## src/rtl/lif_pkg.sv

```systemverilog
// Shared constants, state encoding and LFSR step function for the LIF rate encoder.
package lif_pkg;

    localparam int LFSR_WIDTH = 16;
    localparam logic [LFSR_WIDTH-1:0] LFSR_TAPS = 16'hB400;
    localparam logic [LFSR_WIDTH-1:0] DEFAULT_SEED = 16'hACE1;
    localparam int INTENSITY_BITS = 8;

    typedef enum logic {
        IDLE,
        GEN
    } state_t;

    // Right-shifting Galois step: the bit shifted out decides whether the taps are applied.
    function automatic logic [LFSR_WIDTH-1:0] lfsr_advance(input logic [LFSR_WIDTH-1:0] value);
        logic [LFSR_WIDTH-1:0] shifted;
        shifted = value >> 1;
        return value[0] ? (shifted ^ LFSR_TAPS) : shifted;
    endfunction

endpackage

```

## src/rtl/lif_lfsr16.sv

```systemverilog
// 16-bit Galois LFSR with reseed; the advanced value is exposed combinationally
// so the consumer can use it in the same cycle the register steps.
module lif_lfsr16
    import lif_pkg::*;
#(
    parameter logic [LFSR_WIDTH-1:0] SEED = DEFAULT_SEED
) (
    input  logic                  clk,
    input  logic                  rst_n,
    input  logic                  advance,
    input  logic                  load_seed,
    input  logic [LFSR_WIDTH-1:0] seed,
    output logic [LFSR_WIDTH-1:0] next_value,
    output logic [LFSR_WIDTH-1:0] state
);

    assign next_value = lfsr_advance(state);

    // Reseed has priority; the encoder never requests both in the same cycle.
    always_ff @(posedge clk or negedge rst_n) begin
        if (!rst_n) begin
            state <= SEED;
        end else if (load_seed) begin
            state <= seed;
        end else if (advance) begin
            state <= next_value;
        end
    end

endmodule

```

## src/rtl/lif_rate_encoder.sv

```systemverilog
// Bernoulli rate encoder: one channel per cycle compares its intensity against a
// shared LFSR, and the assembled spike vector is published once all channels are done.
module lif_rate_encoder
    import lif_pkg::*;
#(
    parameter int              N_INPUTS = 4,
    parameter logic [LFSR_WIDTH-1:0] SEED = DEFAULT_SEED
) (
    input  logic                          clk,
    input  logic                          rst_n,
    input  logic                          ena,
    input  logic                          load_valid,
    input  logic [$clog2(N_INPUTS)-1:0]   load_addr,
    input  logic [INTENSITY_BITS-1:0]     load_data,
    output logic                          load_ready,
    input  logic                          reseed,
    input  logic                          step,
    output logic                          busy,
    output logic [N_INPUTS-1:0]           spikes_out,
    output logic                          spikes_valid
);

    localparam int CH_W = $clog2(N_INPUTS);

    state_t                    state;
    logic [CH_W-1:0]           ch;
    logic [N_INPUTS-1:0]       partial;
    logic [N_INPUTS-1:0]       assembled;
    logic [INTENSITY_BITS-1:0] intensity [N_INPUTS];

    logic                  lfsr_advance_en;
    logic                  lfsr_load_seed;
    logic [LFSR_WIDTH-1:0] lfsr_next;
    logic [LFSR_WIDTH-1:0] lfsr_state;
    logic                  hit;
    logic                  last_channel;
    logic                  unused_lfsr_bits;

    assign load_ready      = !busy;
    assign lfsr_advance_en = ena && (state == GEN);
    assign lfsr_load_seed  = ena && reseed && (state == IDLE);
    assign hit             = lfsr_next[INTENSITY_BITS-1:0] < intensity[ch];
    assign last_channel    = (ch == CH_W'(N_INPUTS - 1));
    assign unused_lfsr_bits = &{1'b0, lfsr_state, lfsr_next[LFSR_WIDTH-1:INTENSITY_BITS]};

    lif_lfsr16 #(
        .SEED(SEED)
    ) u_lfsr (
        .clk       (clk),
        .rst_n     (rst_n),
        .advance   (lfsr_advance_en),
        .load_seed (lfsr_load_seed),
        .seed      (SEED),
        .next_value(lfsr_next),
        .state     (lfsr_state)
    );

    always_comb begin
        assembled     = partial;
        assembled[ch] = hit;
    end

    // Intensities are only writable while idle, so a step always sees a stable table.
    always_ff @(posedge clk or negedge rst_n) begin
        if (!rst_n) begin
            for (int i = 0; i < N_INPUTS; i++) begin
                intensity[i] <= '0;
            end
        end else if (ena && load_valid && load_ready) begin
            intensity[load_addr] <= load_data;
        end
    end

    // spikes_valid drops on every edge so the publish pulse is one cycle even if ena falls.
    always_ff @(posedge clk or negedge rst_n) begin
        if (!rst_n) begin
            state        <= IDLE;
            ch           <= '0;
            partial      <= '0;
            busy         <= 1'b0;
            spikes_out   <= '0;
            spikes_valid <= 1'b0;
        end else begin
            spikes_valid <= 1'b0;
            if (ena) begin
                case (state)
                    IDLE: begin
                        if (step) begin
                            state   <= GEN;
                            ch      <= '0;
                            partial <= '0;
                            busy    <= 1'b1;
                        end
                    end
                    GEN: begin
                        partial <= assembled;
                        ch      <= ch + CH_W'(1);
                        if (last_channel) begin
                            state        <= IDLE;
                            busy         <= 1'b0;
                            spikes_out   <= assembled;
                            spikes_valid <= 1'b1;
                        end
                    end
                    default: begin
                        state <= IDLE;
                        busy  <= 1'b0;
                    end
                endcase
            end
        end
    end

endmodule

```

## config.mk

```make
export PLATFORM = sky130hd
export DESIGN_NAME = lif_rate_encoder
export DESIGN_NICKNAME = d
export VERILOG_FILES = /design/src/rtl/lif_pkg.sv /design/src/rtl/lif_lfsr16.sv /design/src/rtl/lif_rate_encoder.sv
export SDC_FILE = /design/constraint.sdc
export NUM_CORES = 1
export LEC_CHECK = 0
export ABC_AREA = 1
export BUFFER_PORTS_ARGS = -buffer_cell sky130_fd_sc_hd__buf_2
export CAP_MARGIN = 25
export CORE_ASPECT_RATIO = 1.5
export CORE_MARGIN = 2
export CORE_UTILIZATION = 40
export DETAILED_ROUTE_END_ITERATION = 7
export GPL_TIMING_DRIVEN = 1
export PLACE_DENSITY = 0.61
export SKIP_CTS_REPAIR_TIMING = 1
export SLEW_MARGIN = 15
export SYNTH_ARGS = -nofsm -noshare
export SYNTH_HDL_FRONTEND = slang
export SYNTH_HIERARCHICAL = 1
export SYNTH_SLANG_ARGS = --single-unit
```

## constraint.sdc

```tcl
create_clock -name clk -period 3.05 [get_ports clk]
set_clock_uncertainty 0.05 [all_clocks]
set_input_delay 0.305 -clock clk [delete_from_list [all_inputs] [get_ports clk]]
set_output_delay 0.305 -clock clk [all_outputs]
set_load 0.01 [all_outputs]
```

Word level (Yosys, flattened, before mapping)
Cells that the tools add are included.

$add $sub $neg: 1. Magnitude comparators: 6. Equal/unequal tests: 3. Multiplexer cells: 25. Bitwise operators: 4. Reduce and logical (&&, ||, !) cells: 12.

Operators with widths (number): 16-bit 2-to-1 mux (3); 32-bit bitwise mux (1); 8-bit 2-to-1 mux (3); 8-bit binary-select mux with 2-bit select (1); 8-bit demux with 2-bit select (1); 8-bit < comparator (1); 1-bit 2-to-1 mux (8); 4-bit case mux with 2 select lines (1); 1-bit logical AND (7); 3-bit >= comparator, second input constant (2); 2-bit NOT with 3-bit output (2); 3-bit AND reduction (2); 4-bit bitwise mux (1); 4-bit 2-to-1 mux (1); 3-bit NOT with 4-bit output (1); 1-bit case mux with 2 select lines (2); 2-bit case mux with 2 select lines (1); 2-bit by 3-bit < comparator with 1-bit output, second input constant (1); 3-bit by 1-bit < comparator with 1-bit output, second input constant (1); 2-bit by 1-bit adder with 2-bit output, second input constant (1); 1-bit demux with 2-bit select (1); 2-bit equality test, second input constant (1); 2-bit by 1-bit >= comparator with 1-bit output, second input constant (1); 2-bit 2-to-1 mux (1); other kinds (6) (6).

Register bits after elaboration: 61. Input bits: 16. Output and inout bits: 7.

Depth between registers and ports, before layout
Gate-level depths: netlist (run 1).

Depth after elaboration: 7. Mapped depth: 15. Gate-level depth less buffers: 14.

Cells and area by module
Netlist (run 1), hierarchy kept.

By module, submodules not included: lif_rate_encoder (instances 1, cells each 256, area each 2218.4 µm²); lif_lfsr16 (instances 1, cells each 116, area each 900.9 µm²).

Least setup slack after synthesis (run 1)
Ideal clock, no wire load.

Path kind: flip-flop to flip-flop. Start point: register ch[0]. End point: register partial[0]. Library setup time: 66 ps. Arrival: 2120 ps. Required time: 2934 ps. Setup slack: 814 ps. Stages on the path, launching flop included: 14. Path buffers: 2. Period minus slack after synthesis: 2236 ps. Cell sequence: dfrtp_1 buf_6 inv_4 clkbuf_1 nand2_1 a32o_1 ha_1 a21oi_1 nor2_1 a211oi_2 nand2_4 nand2_2 nand3_1 nand2_1.

Longest elaborated chain between the ends: 7. Elaborated cells between the ends (all ways): 12. Those cells by class: order compare (3); mux (7); bitwise (1); reduce/logical (1).

RTL lines: from (decl) (line lif_rate_encoder.sv:26) `logic [CH_W-1:0] ch;`; from (signal assigned) (line lif_rate_encoder.sv:97) `ch <= ch + CH_W'(1);`; 2-bit NOT with 3-bit output (not written as such) (line lif_rate_encoder.sv:42) `assign hit = lfsr_next[INTENSITY_BITS-1:0] < intensity[ch];`; 8-bit binary-select mux with 2-bit select (line lif_rate_encoder.sv:42); 8-bit 2-to-1 mux (not written as such) (2 in series) (line lif_rate_encoder.sv:42); 8-bit < comparator (line lif_rate_encoder.sv:42); 4-bit bitwise mux (*) (line lif_rate_encoder.sv:60) `assembled[ch] = hit;`; 4-bit case mux with 2 select lines (*) (line lif_rate_encoder.sv:86) `case (state)`; to (signal assigned) (line lif_rate_encoder.sv:96) `partial <= assembled;`; to (decl) (line lif_rate_encoder.sv:27) `logic [N_INPUTS-1:0] partial;`.

Every way passes the cells marked *; elsewhere a longest branch is shown, timed or not. The select of a mux whose other input is x is not followed. A chain may end at the register's enable or synchronous reset.

Worst setup path in the final report (run 1)
Ends and elaborated chain as after synthesis.

==> metrics.csv, run 1 <==
stage,metric,value,unit
detailed_routing,Post-DRT Antenna Nets,0,
yosys,syn_area_per_cell,8.44,um2
die,Starting Density,41.3,%
global_route,GRT Util Overall,18.0,%
pwr,pwr/cell area,1000,nW/um2
setup_path,Crit path top cell by count,nand2_1,
timing,setup TNS,0,ns
final_layout,fin nets,423,
setup_path,Required @ worst endpoint,3.28,ns
timing,Tmin final,2.39,ns
timing,fin crit share,78.3,%
cts,Max H-tree Level,3,
die,die area,8230,um2
timing,max-slew violation count,0,
die,core area,7270,um2
yosys,synth warn,6,
detailed_routing,Vias/cell,4.66,
setup_path,Reg2Reg Launch Point,ch[0],
placement,"worst slack, placed",0.678,ns
global_route,GR Overflow Total,0,
placement,Final HPWL DP,4420,um
placement,RD Place Congestion,0.787,
detailed_routing,wire length per cell,12.6,um
setup_path,crit path kind,reg -> reg,
setup_path,CP arrival,2.62,ns
pwr,Worst VDD drop,0.340,mV
die,chip width,74.7,um
global_route,first-pass GRT wire length,11000,um
status,outcome,completed,
timing,slew at the pin with the worst max-slew slack,0.698,ns
cts,clock buffer depth,2,
cts,Clock transition at path regs,0.06,ns
setup_path,biggest cell delay along the critical path,0.64,ns
cts,Clock Latency Late Sink,0.34,ns
setup_path,buffers and inverters on the worst path,1,
hold_path,Hold Path Sink,intensity[29],
placement,Cells after DPL,484,
setup_path,Critical-path top delay cell,dfrtp_1,
hold_path,Hold Crit Class,in -> reg,
yosys,mapped cell area,3000,um2
setup_path,CP cell instances,inv_4 -> nand2_1 -> a32o_1 -> ha_1 -> a21oi_1 -> nor2_1 -> a211oi_2 -> nand2_4 -> nand2_2 -> nand3_1 -> nand2_1,
setup_path,worst reg2reg path depth,11,
global_route,initial antenna violation count,0,
global_route,vias in the first global route,2294,
timing,worst setup margin,0.662,ns
setup_path,crit path max fanout,21,
timing,RSZ-0062 raised after global routing,false,
final_layout,fillcell total,723,
setup_path,"setup slack, reg-to-reg",0.66,ns
timing,Max-slew headroom,53.5,%
final_layout,antenna cell count,0,
final_layout,area grow syn2layout,15.0,%
cts,CTS tree,done,
die,Die Y,110,um
detailed_routing,initial DRC count,165,
setup_path,Top Family by Delay on Critical Path,flip-flops,
final_layout,layout cells sized above 1,18.5,%
hold_path,HP Start,load_data[5],
pwr,Pleak,1.76,nW
cts,Root Buffer,clkbuf_8,
detailed_routing,via count,2330,
die,num rows,38,
run,MaxCap Viol Count,0,
hold_path,hold path cells,3,
timing,# setup viols final,0,
setup_path,Reg2Reg Capture Point,partial[0],
yosys,Synth Instances,356,
setup_path,Worst Setup End Kind,register,
timing,"Hold Vio Cnt, Final",0,
detailed_routing,Post-route DRC,0,
final_layout,post-route insts no fill,500,
timing,Max Fclk,0.419,GHz
detailed_routing,final WL,6310,um
die,Boundary Pins,23,
placement,Port Buf Inserts,22,
setup_path,Startpoint Class,register,
cts,Num CTS Buffers,9,
global_route,largest net degree at the start of global routing,29,
cts,CTS Sinks,60,
detailed_routing,drt first pass iters,4,
## per-stage QoR
step	hold slack, ns	area (um2)	power (mW)	util [%]
floorplan	-0.0406	3060	2.47	-
global placement	0.406	3240	2.76	44.5
detailed placement	0.234	3260	2.81	44.8
CTS	-0.139	3440	3.50	47.3
global route	0.223	3450	3.81	47.5
finish	0.211	3450	3.46	47.5
## metal layers
| layer | routed length [um] | GRT usage [%] |
|---|---|---|
| met1 | 2860 | 22.2 |
| met2 | 3120 | 29.3 |
| met3 | 159 | 4.00 |
| met4 | 172 | 9.18 |
| met5 | 0 | 0 |
## placed cells by master, fill, tap and decap left out, types with 3 or more instances in the layout
master / n
or2_2: 3
nor2_4: 3
nand3_2: 5
a21oi_1: 12
clkbuf_8: 13
inv_1: 27
nor2_1: 4
inv_2: 4
dfrtp_1: 52
nand2_1: 134
o21ai_1: 35
nand3_1: 23
buf_4: 3
dfstp_2: 8
ha_1: 11
conb_1: 16
nand2_2: 6
buf_2: 22
a32o_1: 7
## area by class of cell
| class | instances | area, um2 | area share, % |
|---|---|---|---|
| Sequential cell | 60 | 1510 | 43.8 |
| Multi-Input combinational cell | 265 | 1330 | 38.4 |
| Clock buffer | 14 | 183 | 5.29 |
| Timing Repair Buffer | 27 | 163 | 4.71 |
| Inverter | 33 | 140 | 4.06 |
| Tap cell | 100 | 125 | 3.62 |
| Clock inverter | 1 | 5.00 | 0.145 |
## report_power, final
part           leakage [nW]  internal (mW)  switching [mW]
Sequential            0.740           1.19           0.292
Combinational         0.920          0.560           0.742
Clock                0.0986          0.378           0.300
## worst reg2reg max path, cell delays in order, from the launching register on
cell      delay [ns]
dfrtp_1         0.64
inv_4           0.30
nand2_1         0.08
a32o_1          0.23
ha_1            0.29
a21oi_1         0.15
nor2_1          0.07
a211oi_2        0.22
nand2_4         0.11
nand2_2         0.07
nand3_1         0.07
nand2_1         0.06
## sequential cells by signal (all words and copies together) (netlist names)
| name | cells |
|---|---|
| intensity | 32 |
| u_lfsr/state | 16 |
| spikes_out | 4 |
| partial | 3 |
| ch | 2 |
| busy | 1 |
| spikes_valid | 1 |
| state | 1 |
## worst max path at each step
stage / from / to / slack, ns / cells past startpoint
CTS: ch[0] / partial[0] / 0.65 / 11
finish: ch[0] / partial[0] / 0.66 / 11
floorplan: ch[0] / partial[0] / 0.81 / 13
global placement: ch[0] / partial[2] / 0.73 / 11
global route: ch[0] / spikes_out[1] / 0.46 / 11
detailed placement: ch[0] / partial[0] / 0.68 / 11
No activity file was read; power rests on OpenSTA's default activity.
==> run 2: changes to the inputs <==
--- a/config.mk
+++ b/config.mk
@@ -13,7 +13,7 @@
 export CORE_UTILIZATION = 40
 export DETAILED_ROUTE_END_ITERATION = 7
 export GPL_TIMING_DRIVEN = 1
-export PLACE_DENSITY = 0.61
+export PLACE_DENSITY = 0.63
 export SKIP_CTS_REPAIR_TIMING = 1
 export SLEW_MARGIN = 15
 export SYNTH_ARGS = -nofsm -noshare
==> constraint.sdc (replaced) <==
create_clock -name clk -period 1.95 [get_ports clk]
set_clock_uncertainty 0.05 [all_clocks]
set_input_delay 0.195 -clock clk [delete_from_list [all_inputs] [get_ports clk]]
set_output_delay 0.195 -clock clk [all_outputs]
set_load 0.01 [all_outputs]
==> metrics.csv, run 2 (synthesis gave the netlist of run 1 again) <==
stage,metric,value,unit,change
die,core area,7270,um2,unchanged
setup_path,crit path kind,reg -> reg,,unchanged
detailed_routing,wire length per cell,12.3,um,was 12.6 um
timing,# setup viols final,6,,was 0
global_route,GR Overflow Total,0,,unchanged
timing,WHS,0.113,ns,was 0.211 ns
timing,"Hold Vio Cnt, Final",0,,unchanged
final_layout,most frequent cells in the layout,"nand2_1, dfrtp_1, o21ai_1",,unchanged
global_route,largest net degree at the start of global routing,61,,was 29
placement,Port Buf Inserts,22,,unchanged
cts,clock buffer depth,2,,unchanged
global_route,vias in the first global route,2317,,"was 2,294"
final_layout,"most common cell after layout, fill and taps aside",nand2_1,,unchanged
placement,RD Place Congestion,0.785,,was 0.787
detailed_routing,via count,2391,,"was 2,330"
placement,Cells after DPL,490,,was 484
final_layout,fillcell total,728,,was 723
pwr,sw power,2.24,mW,was 1.33 mW
final_layout,antenna cell count,0,,unchanged
run,MaxCap Viol Count,0,,unchanged
setup_path,crit path max fanout,6,,was 21
detailed_routing,Post-DRT Antenna Nets,0,,unchanged
die,Boundary Pins,23,,unchanged
setup_path,CP arrival,2.18,ns,was 2.62 ns
timing,Max Fclk,0.499,GHz,was 0.419 GHz
final_layout,Largest register FFs,32,,unchanged
die,die area,8230,um2,unchanged
global_route,initial antenna violation count,0,,unchanged
timing,fin crit share,103,%,was 78.3%
timing,max-slew violation count,0,,unchanged
final_layout,fin nets,434,,was 423
timing,Tmin final,2.01,ns,was 2.39 ns
detailed_routing,initial DRC count,103,,was 165
detailed_routing,drt first pass iters,4,,unchanged
final_layout,Reg with most FFs,intensity,,unchanged
pwr,part of the power in the clock network,16.8,%,was 19.6%
detailed_routing,Vias/cell,4.67,,was 4.66
pwr,Worst VDD drop,0.546,mV,was 0.340 mV
setup_path,Startpoint Class,register,,unchanged
timing,setup TNS,-0.237,ns,was 0 ns
cts,Num CTS Buffers,9,,unchanged
cts,CTS tree,done,,unchanged
die,Starting Density,41.3,%,unchanged
pwr,Sw Share,38.3,%,was 38.5%
pwr,Pleak,1.82,nW,was 1.76 nW
setup_path,Required @ worst endpoint,2.12,ns,was 3.28 ns
setup_path,beginning of the critical path,ch[0],,unchanged
pwr,internal power,3.60,mW,was 2.13 mW
timing,worst setup margin,-0.0558,ns,was 0.662 ns
placement,Final HPWL DP,4360,um,was 4420 um
hold_path,HP Start,load_data[3],,was load_data[5]
detailed_routing,Post-route DRC,0,,unchanged
cts,Clock Latency Late Sink,0.33,ns,was 0.34 ns
global_route,GRT Util Overall,17.1,%,was 18.0%
pwr,Seq pwr share,39.1,%,was 42.8%
pwr,combinational cell fraction of total power,44.1,%,was 37.6%
cts,Clock transition at path regs,0.06,ns,about the same
die,chip width,74.7,um,unchanged
pwr,Final Power,5.83,mW,was 3.46 mW
final_layout,area grow syn2layout,21.4,%,was 15.0%
die,Die Y,110,um,unchanged
timing,RSZ-0062 raised after global routing,true,,was false
final_layout,post-route insts no fill,512,,was 500
setup_path,Reg2Reg Launch Point,ch[0],,unchanged
global_route,first-pass GRT wire length,10600,um,"was 11,000 um"
detailed_routing,final WL,6300,um,was 6310 um
hold_path,Hold Crit Class,in -> reg,,unchanged
final_layout,layout cells sized above 1,24.0,%,was 18.5%
cts,CTS Sinks,60,,unchanged
die,num rows,38,,unchanged
status,outcome,"complete, but fails checks",,was completed
pwr,pwr/cell area,1600,nW/um2,was 1000 nW/um2
setup_path,Worst Setup End Kind,register,,unchanged
status,violated checks,setup timing,,
final_layout,largest registers,"intensity: 32 flops, u_lfsr/state: 16 flops, spikes_out: 4 flops",,unchanged
cts,Max H-tree Level,3,,unchanged
cts,Root Buffer,clkbuf_8,,unchanged
## run 2: worst paths after layout
kind                                    end  slack [ns]  cells past startpoint
hold / removal                intensity[27]        0.11                      3
setup reg to reg                 partial[2]       -0.06                     14
max in group asynchronous  u_lfsr/state[13]        1.18                      3
hold reg to reg               spikes_out[2]        0.41                      2
setup / recovery                 partial[2]       -0.06                     14
min in group asynchronous   u_lfsr/state[1]        0.33                      3
## run 2: routing by layer
metal	vias to the layer above	routed length (um)	GRT usage [%]
met4	0	74	6.12
met2	27	3240	29.4
li1	1233	-	-
met3	5	140	4.18
met1	1126	2840	20.4
met5	-	0	0
## run 2: critical path: stages, from the launching register on
cell and delay (ns):
dfrtp_2 0.48, clkinv_4 0.10, buf_12 0.11, nand2_1 0.04, a32o_2 0.28, ha_4 0.27, nand2_1 0.05, inv_1 0.05
nand2_1 0.06, nand2_2 0.07, nand2_2 0.06, nand2_4 0.09, nand2_2 0.07, nand3_1 0.06, nand2_1 0.05
## run 2: power groups by stage
stage	combinational, mW	clock (mW)	sequential [mW]
final	2.57	0.979	2.28
after global routing	2.93	1.08	2.36
after CTS	2.27	1.02	2.26
after detailed placement	2.26	0	2.28
after global placement	2.20	0	2.26
after floorplan	1.74	0	2.16
## run 2: area by class of cell
| type | instances | area, um2 | share of cell area [%] |
|---|---|---|---|
| flip-flops and latches | 60 | 1510 | 41.5 |
| multi-input cells | 265 | 1420 | 38.8 |
| repair buffers | 37 | 278 | 7.62 |
| clock buffers | 14 | 163 | 4.46 |
| inverters | 33 | 136 | 3.74 |
| well taps | 100 | 125 | 3.43 |
| clock inverters | 2 | 10.0 | 0.275 |
| repair inverters | 1 | 5.00 | 0.137 |
## run 2: per-stage QoR
stage	utilization, %	worst slack, ns	instance area [um2]
after detailed placement	45.8	-0.236	3330
after CTS	48.1	-0.256	3500
final	50.1	-0.0558	3650
after global routing	50.1	-0.143	3650
after global placement	45.8	-0.178	3330
after floorplan	-	-0.123	3080
